`config.mk`:
```
export PLATFORM = sky130hd
export DESIGN_NAME = mem_access_unit
export DESIGN_NICKNAME = d
export VERILOG_FILES = /design/src/rtl/mem_access_unit.sv
export SDC_FILE = /design/constraint.sdc
export NUM_CORES = 1
export LEC_CHECK = 0
export ABC_AREA = 1
export CAP_MARGIN = 25
export CORE_MARGIN = 10
export CORE_UTILIZATION = 44
export CTS_BUF_LIST = sky130_fd_sc_hd__clkbuf_16
export CTS_CLUSTER_SIZE = 40
export DETAILED_ROUTE_END_ITERATION = 6
export PLACE_DENSITY = 0.77
export RECOVER_POWER = 50
export SKIP_CTS_REPAIR_TIMING = 1
export SLEW_MARGIN = 5
export SYNTH_ARGS = -nofsm -noshare
export SYNTH_HDL_FRONTEND = slang
export SYNTH_SLANG_ARGS = --single-unit
```
`constraint.sdc`:
```
create_clock -name clk -period 3.6 [get_ports clk]
set_input_delay 0.36 -clock clk [delete_from_list [all_inputs] [get_ports clk]]
set_output_delay 0.36 -clock clk [all_outputs]
set_load 0.05 [all_outputs]
```
`src/rtl/mem_access_unit.sv`:
```
// Memory-stage load/store engine: one access at a time over a req/gnt/rvalid bus,
// returning the aligned, extended load data or an exception code to write-back.
module mem_access_unit #(
  parameter int unsigned TIMEOUT_CYCLES = 255
) (
  input  logic        clk,
  input  logic        reset,
  input  logic        in_valid,
  output logic        in_ready,
  input  logic        in_is_store,
  input  logic [1:0]  in_size,
  input  logic        in_sign_ext,
  input  logic [31:0] in_addr,
  input  logic [31:0] in_store_data,
  output logic        mem_req,
  output logic        mem_we,
  output logic [31:0] mem_addr,
  output logic [3:0]  mem_be,
  output logic [31:0] mem_wdata,
  input  logic        mem_gnt,
  input  logic        mem_rvalid,
  input  logic [31:0] mem_rdata,
  output logic        out_valid,
  input  logic        out_ready,
  output logic [31:0] out_mem_data,
  output logic [1:0]  out_exc
);

  typedef enum logic [1:0] {StIdle, StReq, StWait, StDone} state_e;

  state_e      state_q, state_d;
  logic [15:0] cnt_q, cnt_d;
  logic        we_q, we_d;
  logic        sext_q, sext_d;
  logic [1:0]  size_q, size_d;
  logic [31:0] addr_q, addr_d;
  logic [3:0]  be_q, be_d;
  logic [31:0] wdata_q, wdata_d;
  logic [31:0] data_q, data_d;
  logic [1:0]  exc_q, exc_d;

  logic [3:0]  be_in;
  logic [31:0] wdata_in;
  logic        misaligned;
  logic [7:0]  byte_sel;
  logic [15:0] half_sel;
  logic [31:0] load_ext;
  logic        timeout_hit;

  always_comb begin
    be_in    = 4'b1111;
    wdata_in = in_store_data;
    case (in_size)
      2'd0: begin
        be_in    = 4'b0001 << in_addr[1:0];
        wdata_in = {4{in_store_data[7:0]}};
      end
      2'd1: begin
        be_in    = in_addr[1] ? 4'b1100 : 4'b0011;
        wdata_in = {2{in_store_data[15:0]}};
      end
      default: begin
        be_in    = 4'b1111;
        wdata_in = in_store_data;
      end
    endcase
    misaligned = ((in_size == 2'd1) && in_addr[0]) || (in_size[1] && (in_addr[1:0] != 2'b00));
  end

  always_comb begin
    byte_sel = mem_rdata[{addr_q[1:0], 3'b000} +: 8];
    half_sel = mem_rdata[{addr_q[1], 4'b0000} +: 16];
    case (size_q)
      2'd0:    load_ext = {{24{sext_q & byte_sel[7]}}, byte_sel};
      2'd1:    load_ext = {{16{sext_q & half_sel[15]}}, half_sel};
      default: load_ext = mem_rdata;
    endcase
  end

  // Counter value is the number of REQ/WAIT cycles already spent before this one.
  assign timeout_hit = ({1'b0, cnt_q} + 17'd1) >= 17'(TIMEOUT_CYCLES);

  always_comb begin
    state_d = state_q;
    cnt_d   = cnt_q;
    we_d    = we_q;
    sext_d  = sext_q;
    size_d  = size_q;
    addr_d  = addr_q;
    be_d    = be_q;
    wdata_d = wdata_q;
    data_d  = data_q;
    exc_d   = exc_q;
    unique case (state_q)
      StIdle: begin
        if (in_valid) begin
          we_d    = in_is_store;
          sext_d  = in_sign_ext;
          size_d  = in_size;
          addr_d  = in_addr;
          be_d    = be_in;
          wdata_d = wdata_in;
          data_d  = '0;
          cnt_d   = '0;
          if (misaligned) begin
            exc_d   = in_is_store ? 2'd2 : 2'd1;
            state_d = StDone;
          end else begin
            exc_d   = 2'd0;
            state_d = StReq;
          end
        end
      end
      StReq: begin
        cnt_d = cnt_q + 16'd1;
        if (mem_gnt) begin
          state_d = StWait;
        end else if (timeout_hit) begin
          exc_d   = 2'd3;
          data_d  = '0;
          state_d = StDone;
        end
      end
      StWait: begin
        cnt_d = cnt_q + 16'd1;
        if (mem_rvalid) begin
          exc_d   = 2'd0;
          data_d  = we_q ? 32'd0 : load_ext;
          state_d = StDone;
        end else if (timeout_hit) begin
          exc_d   = 2'd3;
          data_d  = '0;
          state_d = StDone;
        end
      end
      StDone: begin
        if (out_ready) state_d = StIdle;
      end
      default: state_d = StIdle;
    endcase
  end

  always_ff @(posedge clk or posedge reset) begin
    if (reset) begin
      state_q <= StIdle;
      cnt_q   <= '0;
      we_q    <= 1'b0;
      sext_q  <= 1'b0;
      size_q  <= '0;
      addr_q  <= '0;
      be_q    <= '0;
      wdata_q <= '0;
      data_q  <= '0;
      exc_q   <= '0;
    end else begin
      state_q <= state_d;
      cnt_q   <= cnt_d;
      we_q    <= we_d;
      sext_q  <= sext_d;
      size_q  <= size_d;
      addr_q  <= addr_d;
      be_q    <= be_d;
      wdata_q <= wdata_d;
      data_q  <= data_d;
      exc_q   <= exc_d;
    end
  end

  assign in_ready     = (state_q == StIdle) && !reset;
  assign mem_req      = (state_q == StReq);
  assign mem_we       = mem_req & we_q;
  assign mem_addr     = mem_req ? {addr_q[31:2], 2'b00} : 32'd0;
  assign mem_be       = mem_req ? be_q : 4'd0;
  assign mem_wdata    = mem_req ? wdata_q : 32'd0;
  assign out_valid    = (state_q == StDone);
  assign out_mem_data = out_valid ? data_q : 32'd0;
  assign out_exc      = out_valid ? exc_q : 2'd0;

endmodule

```
### After elaboration in Yosys (flattened, before gate mapping)

Index checks and enable logic that the tools add are counted.

| word-level totals | value |
|---|---|
| logic and storage cells | 74 |
| flip-flop bits (word level) | 124 |
| input port bits | 106 |
| output and inout bits | 106 |

| operators by class | value |
|---|---|
| equality and inequality tests | 8 |
| magnitude comparators | 1 |
| bitwise gates (word level) | 3 |
| reductions and logical operators | 16 |
| mux-type cells | 31 |
| shifts and indexed selects | 3 |
| add/subtract/negate cells | 2 |

Operator list:

| kind | count |
|---|---|
| $mux W32 | 8 |
| $pmux W32 S2 | 2 |
| $pmux W32 S3 | 1 |
| $pmux W16 S2 | 1 |
| $shiftx A32 B6 Y16 | 1 |
| $shiftx A32 B6 Y8 | 1 |
| $mux W2 | 13 |
| $add A16 B1 Y17 const B | 1 |
| $ge A17 B8 Y1 const B | 1 |
| $add A16 B1 Y16 const B | 1 |
| $mux W16 | 1 |
| $mux W4 | 2 |
| $pmux W2 S4 | 1 |
| $pmux W4 S2 | 1 |
| $eq A2 B1 Y1 const B | 3 |
| $logic_not A2 Y1 | 3 |
| $pmux W2 S3 | 1 |
| $reduce_and A2 Y1 | 3 |
| $eq A2 B2 Y1 const B | 2 |
| $ne A2 B2 Y1 const B | 2 |
| $reduce_bool A2 Y1 | 2 |
| $shl A1 B2 Y4 const A | 1 |
| $and A1 B1 Y1 | 3 |
| $logic_and A1 B1 Y1 | 3 |
| 6 further kinds | 6 |

### Logic depth before layout (Yosys ltp)

Gate-level depths: netlist (run 1).

| logic depth | value |
|---|---|
| depth after elaboration | 6 |
| mapped depth | 14 |
| gate-level depth less buffers | 14 |

### Least setup slack after synthesis (run 1)

OpenSTA, ideal clock, no wires.

| timing path | value |
|---|---|
| path type | reg-to-output |
| from | register state_q[1] |
| to | output port mem_wdata[11] |
| cell stages (with the launch flop) | 8 |
| required time | 3240 ps |
| path slack | 1065 ps |
| data arrival time | 2175 ps |
| path buffers | 3 |
| cells stage by stage | dfrtp_1 > inv_1 > ha_1 > clkbuf_1 > clkbuf_1 > clkbuf_1 > nand2_1 > inv_1 |

| on the way | value |
|---|---|
| cells in the longest elaborated chain, start to end | 2 |

RTL lines:

| element | line | RTL |
|---|---|---|
| start: declaration | 31 | `state_e state_q, state_d;` |
| start signal: assignment | 145 | `state_q <= StIdle;` |
| start signal: assignment | 156 | `state_q <= state_d;` |
| $eq A2 B1 Y1 | 170 | `assign mem_req = (state_q == StReq);` |
| net mem_req | 15 | `output logic mem_req,` |
| $mux W32 | 174 | `assign mem_wdata = mem_req ? wdata_q : 32'd0;` |
| end: declaration | 19 | `output logic [31:0] mem_wdata,` |

The timed path passes the listed nets, and every way through them passes these cells.

### Worst setup path after layout (run 1)

| timing path | value |
|---|---|
| from | register state_q[1] |
| to | output port mem_addr[16] |

| on the way | value |
|---|---|
| cells in the longest elaborated chain, start to end | 2 |

RTL lines:

| element | line | RTL |
|---|---|---|
| $eq A2 B1 Y1 | 170 |  |
| $mux W32 | 172 | `assign mem_addr = mem_req ? {addr_q[31:2], 2'b00} : 32'd0;` |
| end: declaration | 17 | `output logic [31:0] mem_addr,` |

Every way passes these cells.

==> results by group, run 1 <==
Outcome
  – Status: complete, but fails checks
  – Failing checks: max-capacitance violations, max-slew violations

STA
  – Fin worst setup slack: 541.4 ps
  – Final setup vio count: 0
  – RSZ-0062 raised after global routing: false
  – Final Hold Fails: 0
  – Fin. max-slew vios: 33
  – Post-layout min period: 3059 ps
  – Clock skew: 5.758 ps
  – Worst-Margin Slew: 2049 ps
  – Final period util: 84.96%
  – Setup TNS: 0 ps
  – Max_slew headroom: -36.59%
  – Worst hold margin: 356.2 ps
  – FMAX: 327.0 MHz

Synthesis
  – Syn Area/Cell: 6.749 sq um
  – #FFs+latches synth: 124
  – Mapped cell area: 7735 sq um
  – Post-synthesis cell type count: 37
  – Yosys warnings: 0
  – Seq/Total Area, Yosys: 40.12%
  – Post-Synthesis Cells: 1146

Clocking
  – H-tree levels: 4
  – TritonCTS buffer count: 17
  – CTS tree: done
  – Clk root buf: clkbuf_16
  – Clock sink count: 124
  – Clock slew at reported path FFs: 60 ps
  – Clock latency on the worst-skew pair: 420 ps
  – CTS Buffer Depth: 2

Detailed routing
  – Pre-antenna DRT Iters: 6
  – Remaining antenna violation count: 0
  – Via count: 7995
  – WL/cell: 15.76 microns
  – Via/cell ratio: 5.083
  – Drt drc: 0
  – Final WL: 24780 microns
  – Initial DRC Count: 491

Placed design
  – HPWL after DPL: 17850 microns
  – Gpl congestion: 0.8797
  – Dpl ws: 942.7 ps
  – Port Buf Inserts: 209
  – Placed Cells incl. Taps: 1540

Critical path
  – Most frequent CP cell: inv_1
  – Startpoint types: flip-flop
  – Critical Path Sink Type: output port
  – Reg2Reg Depth: 9
  – Slowest stage delay, CP: 830 ps
  – Worst path required time: 3240 ps
  – CP Max Fanout: 54
  – CP Cell Sequence: inv_1 > ha_2 > buf_12 > nand2_1 > inv_1 > clkdlybuf4s50_1
  – Crit-path slowest cell: clkdlybuf4s50_1
  – CP Class: flip-flop to output port
  – CP Data Arrival Time: 2700 ps

Floorplanning
  – Initial Util: 44.88%
  – Die height: 152.6 microns
  – Core area: 17240 sq um
  – Rows: 48
  – Die width: 152.6 microns
  – Die Area: 23280 sq um
  – IO Count: 212

GRT
  – Vias in the first global route: 7869
  – First-pass GRT wire length: 40710 microns
  – Pin count of the biggest net entering global routing: 55
  – Gr usage total: 20.88%
  – GRT Residual Overflow: 0
  – Antenna violations before repair: 0

Pwr
  – Leak: 0.005506 uW
  – Power Density: 856.2 nW/um^2
  – Total power: 9101 uW
  – Maximum vdd drop: 0.5501 mV

Final layout
  – Ratio of cells with drive above 1 in the final layout: 6.533%
  – Area of the multi-input gates: 3800 sq um
  – Final Non-Filler Cells: 1573
  – Most frequent cells in the layout: nand2_1, clkdlybuf4s50_1, inv_1, dfrtp_1, nor2_1
  – Fill count: 1563
  – Most common cell after layout, fill and taps aside: nand2_1
  – Area grow syn2layout: 37.41%
  – Register area: 3103 sq um
  – Layout Nets: 1447

Flow run
  – Max Cap Violations: 1

Worst hold path
  – HP Class: input pin to asynchronous set/reset pin
-- state kept, by name, indices dropped and copies added (netlist names), 2 cells and up --
signal	flops
addr_q	32
data_q	32
wdata_q	32
cnt_q	16
be_q	4
exc_q	2
size_q	2
state_q	2
-- per-layer routing --
layer | vias up | share of wire (%) | global-route usage (%)
li1 | 3967 | - | -
met1 | 3688 | 42 | 25.32
met2 | 311 | 47 | 33.85
met3 | 29 | 10 | 7.705
met4 | 0 | 1.4 | 6.131
met5 | - | 0 | 0
-- worst max-delay path, delay by kind of cell, from the launching register on --
| family | cells | cell delay (ps) |
|---|---|---|
| AND/OR/NAND/NOR | 1 | 80 |
| adder cells (fa/ha/maj) | 1 | 450 |
| buffers and inverters | 4 | 1280 |
| flip-flops | 1 | 430 |
-- cells in the mapped netlist --
library cell,n,area share (%)
a211oi_1,1,0.097
a21boi_0,1,0.097
a21oi_1,46,3.0
a22o_1,1,0.11
a31oi_1,9,0.73
and2_0,7,0.57
buf_1,1,0.048
buf_2,4,0.26
buf_4,3,0.29
buf_6,5,0.73
clkbuf_1,43,2.1
clkinv_1,4,0.19
conb_1,1,0.048
dfrtp_1,124,40
ha_1,6,0.97
inv_1,148,7.2
inv_2,2,0.097
mux2i_1,7,0.91
nand2_1,473,23
nand2_2,4,0.32
nand3_1,22,1.4
nand3_2,24,3.1
nand3b_1,2,0.19
nand4_1,16,1.3
nor2_1,65,3.2
nor2_2,6,0.49
nor2_4,4,0.58
nor2_8,1,0.26
nor3_1,18,1.2
o211ai_1,17,1.6
o21ai_0,38,2.5
o21ai_1,22,1.4
o21bai_1,2,0.19
o221ai_1,7,0.79
o22ai_1,9,0.73
o31ai_1,2,0.19
xor2_1,1,0.11
-- per-stage QoR --
step	instance area [sq um]	utilization, %
after floorplan	7742	-
after CTS	10630	61.69
after global placement	10030	58.18
after global routing	10630	61.65
after detailed placement	10040	58.22
final	10630	61.67
-- power breakdown --
part	leakage (uW)	total [uW]	internal (uW)	switching, uW
combinational	0.00365	5070	1570	3500
clock	0.000277	1760	1090	677
sequential	0.00158	2270	1890	383
total	0.00551	9100	4540	4560
-- path summary, 6_finish.rpt --
check	slack [ps]	startpoint	to
worst min register to register	480	addr_q[9]$_DFFE_PP0P_	addr_q[9]$_DFFE_PP0P_
min in group clk	470	in_addr[21]	addr_q[21]$_DFFE_PP0P_
max in group asynchronous	1060	reset	data_q[5]$_DFFE_PP0P_
worst max-delay path	540	state_q[1]$_DFFE_PP0P_	mem_addr[16]
worst min-delay path	360	reset	cnt_q[4]$_DFFE_PP0P_
worst max register to register	680	state_q[0]$_DFFE_PP0P_	wdata_q[21]$_DFFE_PP0P_
-- layout make-up --
class,instances,area share (%)
multi-input cells,813,35.75
flip-flops and latches,124,29.19
repair buffers,225,21.31
inverters,154,5.450
clock buffers,17,4.002
well taps,225,2.649
clock inverters,14,1.624
diodes,1,0.02354
-- cell families after synthesis --
group | Yosys count | share of synthesized area, %
flops | 124 | 40.12
compound gates | 155 | 11.45
fa+ha+maj | 6 | 0.9705
mux | 7 | 0.9059
other cells | 1 | 0.04848
xor+xnor | 1 | 0.1133
simple gates | 642 | 35.51
buf+inv | 210 | 10.89
Note: power is estimated with default switching activity, not from simulation.
==> run 2, diff against run 1 <==
CORE_UTILIZATION = 49   (was 44)
PLACE_DENSITY = 0.81   (was 0.77)
clock period = 2.9 ns   (was 3.6 ns; I/O delays follow)
==> results by group, run 2 (same netlist as run 1, synthesis figures left out) <==
STA
  – Fin worst setup slack: 136.8 ps (-404.6 ps)
  – Worst-Margin Slew: 1352 ps (-696.4 ps)
  – Max_slew headroom: 9.341% (+46 points)
  – Fin. max-slew vios: 0 (-100%)
  – Final Hold Fails: 0 (unchanged)
  – FMAX: 361.9 MHz
  – Clock skew: 13.29 ps (+7.529 ps)
  – Setup TNS: 0 ps (unchanged)
  – Final period util: 95.28%
  – Final setup vio count: 0 (unchanged)
  – RSZ-0062 raised after global routing: false
  – Post-layout min period: 2763 ps

Critical path
  – CP bufs+invs: 4 (unchanged)
  – CP Class: flip-flop to output port
  – CP Max Fanout: 72 (+33%)
  – Most frequent CP cell: inv_1
  – Startpoint types: flip-flop
  – Critical Path Sink Type: output port
  – Slowest stage delay, CP: 810 ps (-20 ps)
  – CP Data Arrival Time: 2470 ps (-230 ps)
  – Crit-path slowest cell: clkdlybuf4s50_1
  – Worst path required time: 2610 ps (-630 ps)
  – Crit path max-delay family: buffers and inverters
  – CP Cell Sequence: inv_1 > ha_2 > buf_12 > nand2_1 > inv_1 > clkdlybuf4s50_1

Clocking
  – Clock slew at reported path FFs: 60 ps (about the same)
  – H-tree levels: 4 (unchanged)
  – CTS Buffer Depth: 2 (unchanged)
  – Clock latency on the worst-skew pair: 430 ps (about the same)
  – CTS tree: done
  – TritonCTS buffer count: 17 (unchanged)
  – Clk root buf: clkbuf_16
  – Clock sink count: 124 (unchanged)

Floorplanning
  – IO Count: 212 (unchanged)
  – Die Area: 21210 sq um (-8.9%)
  – Die height: 145.6 microns (-4.6%)
  – Core area: 15310 sq um (-11%)
  – Rows: 45 (-6.3%)
  – Die width: 145.6 microns (-4.6%)
  – Initial Util: 50.51% (+5.6 points)

Final layout
  – Fill count: 1310 (-16%)
  – Layout Nets: 1453 (+0.41%)
  – Most frequent cells in the layout: nand2_1, clkdlybuf4s50_1, inv_1, dfrtp_1, nor2_1
  – Top Registers: addr_q: 32 flops, data_q: 32 flops, wdata_q: 32 flops
  – Area grow syn2layout: 36.01%
  – Register area: 3103 sq um (unchanged)
  – Ratio of cells with drive above 1 in the final layout: 9.306% (+2.8 points)
  – Most common cell after layout, fill and taps aside: nand2_1
  – Area of the multi-input gates: 3796 sq um (about the same)
  – Ant. Diodes: 0 (-1)

Placed design
  – Port Buf Inserts: 209 (unchanged)
  – HPWL after DPL: 17940 microns (+0.47%)
  – Dpl ws: 529.4 ps (-413.2 ps)
  – Gpl congestion: 0.9698 (+10%)

Pwr
  – Leak: 0.005612 uW (+1.9%)
  – Maximum vdd drop: 0.8111 mV (+47%)
  – Power Density: 1082 nW/um^2 (+26%)

GRT
  – Pin count of the biggest net entering global routing: 73 (+33%)
  – First-pass GRT wire length: 41430 microns (+1.8%)
  – Antenna violations before repair: 0 (unchanged)
  – GRT Residual Overflow: 0 (unchanged)
  – Vias in the first global route: 8223 (+4.5%)
  – Gr usage total: 23.29% (+2.4 points)

Detailed routing
  – Via count: 8208 (+2.7%)
  – WL/cell: 16.08 microns (+2.1%)
  – Final WL: 25160 microns (+1.5%)
  – Via/cell ratio: 5.245 (+3.2%)
  – Remaining antenna violation count: 0 (unchanged)
  – Pre-antenna DRT Iters: 6 (unchanged)
  – Initial DRC Count: 840 (+71%)
  – Drt drc: 0 (unchanged)

Worst hold path
  – HP Class: input pin to flip-flop

Outcome
  – Status: finished clean

Flow run
  – Max Cap Violations: 0 (-1)
==> run 2: changes by cell type in the layout (fill, tap and decap cells not counted), sizes merged, moves of 2 or more <==
cell / change
buf: +40
clkinvlp: -2
clkbuf: +7
clkdlybuf4s50: -41
==> run 2: worst paths after layout <==
check | startpoint | to | slack [ps] | cells past startpoint
setup / recovery | state_q[1]$_DFFE_PP0P_ | mem_addr[10] | 140 | 6
hold / removal | in_addr[21] | addr_q[21]$_DFFE_PP0P_ | 400 | 3
setup reg to reg | state_q[1]$_DFFE_PP0P_ | addr_q[3]$_DFFE_PP0P_ | 270 | 7
hold reg to reg | addr_q[18]$_DFFE_PP0P_ | addr_q[18]$_DFFE_PP0P_ | 480 | 2
max in group asynchronous | reset | data_q[18]$_DFFE_PP0P_ | 700 | 3
min in group asynchronous | reset | wdata_q[6]$_DFFE_PP0P_ | 660 | 2
==> run 2: per-stage QoR <==
step                power [uW]  instances  hold WS, ps  utilization [%]  cell area, sq um
floorplan                 7207       1147        399.6                -              7742
global placement          9026       1533        461.6            65.07              9965
global route             12110       1565        391.1            68.69             10520
CTS                      11390       1565        380.4            69.03             10570
detailed placement        9142       1533        469.4            65.07              9965
finish                   11380       1565        397.4            68.69             10520
==> run 2: cell type report <==
class,instances,share of cell area [%]
clock inverters,15,1.725
repair buffers,231,20.64
inverters,154,5.507
clock buffers,17,4.044
well taps,211,2.510
multi-input cells,813,36.08
flip-flops and latches,124,29.50
==> run 2: report_power, final <==
part           internal [uW]  leakage (uW)  switching [uW]
Combinational           1960       0.00373            4370
Sequential              2340       0.00158             495
Clock                   1420      0.000296             798
Total                   5720       0.00561            5660
==> run 2: worst reg2reg max path: stages (launching register included) <==
cell     delay, ps
dfrtp_1        430
inv_1          110
ha_1           250
nand2_1        410
inv_1          720
buf_4          420
nand2_1        150
nand2_1         80
==> run 2: per-layer routing <==
metal / vias up / routed length (microns) / share of wire (%) / global-route usage (%)
li1: 3979 / - / - / -
met1: 3790 / 10370 / 41 / 28.64
met2: 396 / 11840 / 47 / 37.34
met3: 43 / 2572 / 10 / 8.910
met4: 0 / 382 / 1.5 / 6.370
met5: - / 0 / 0 / 0
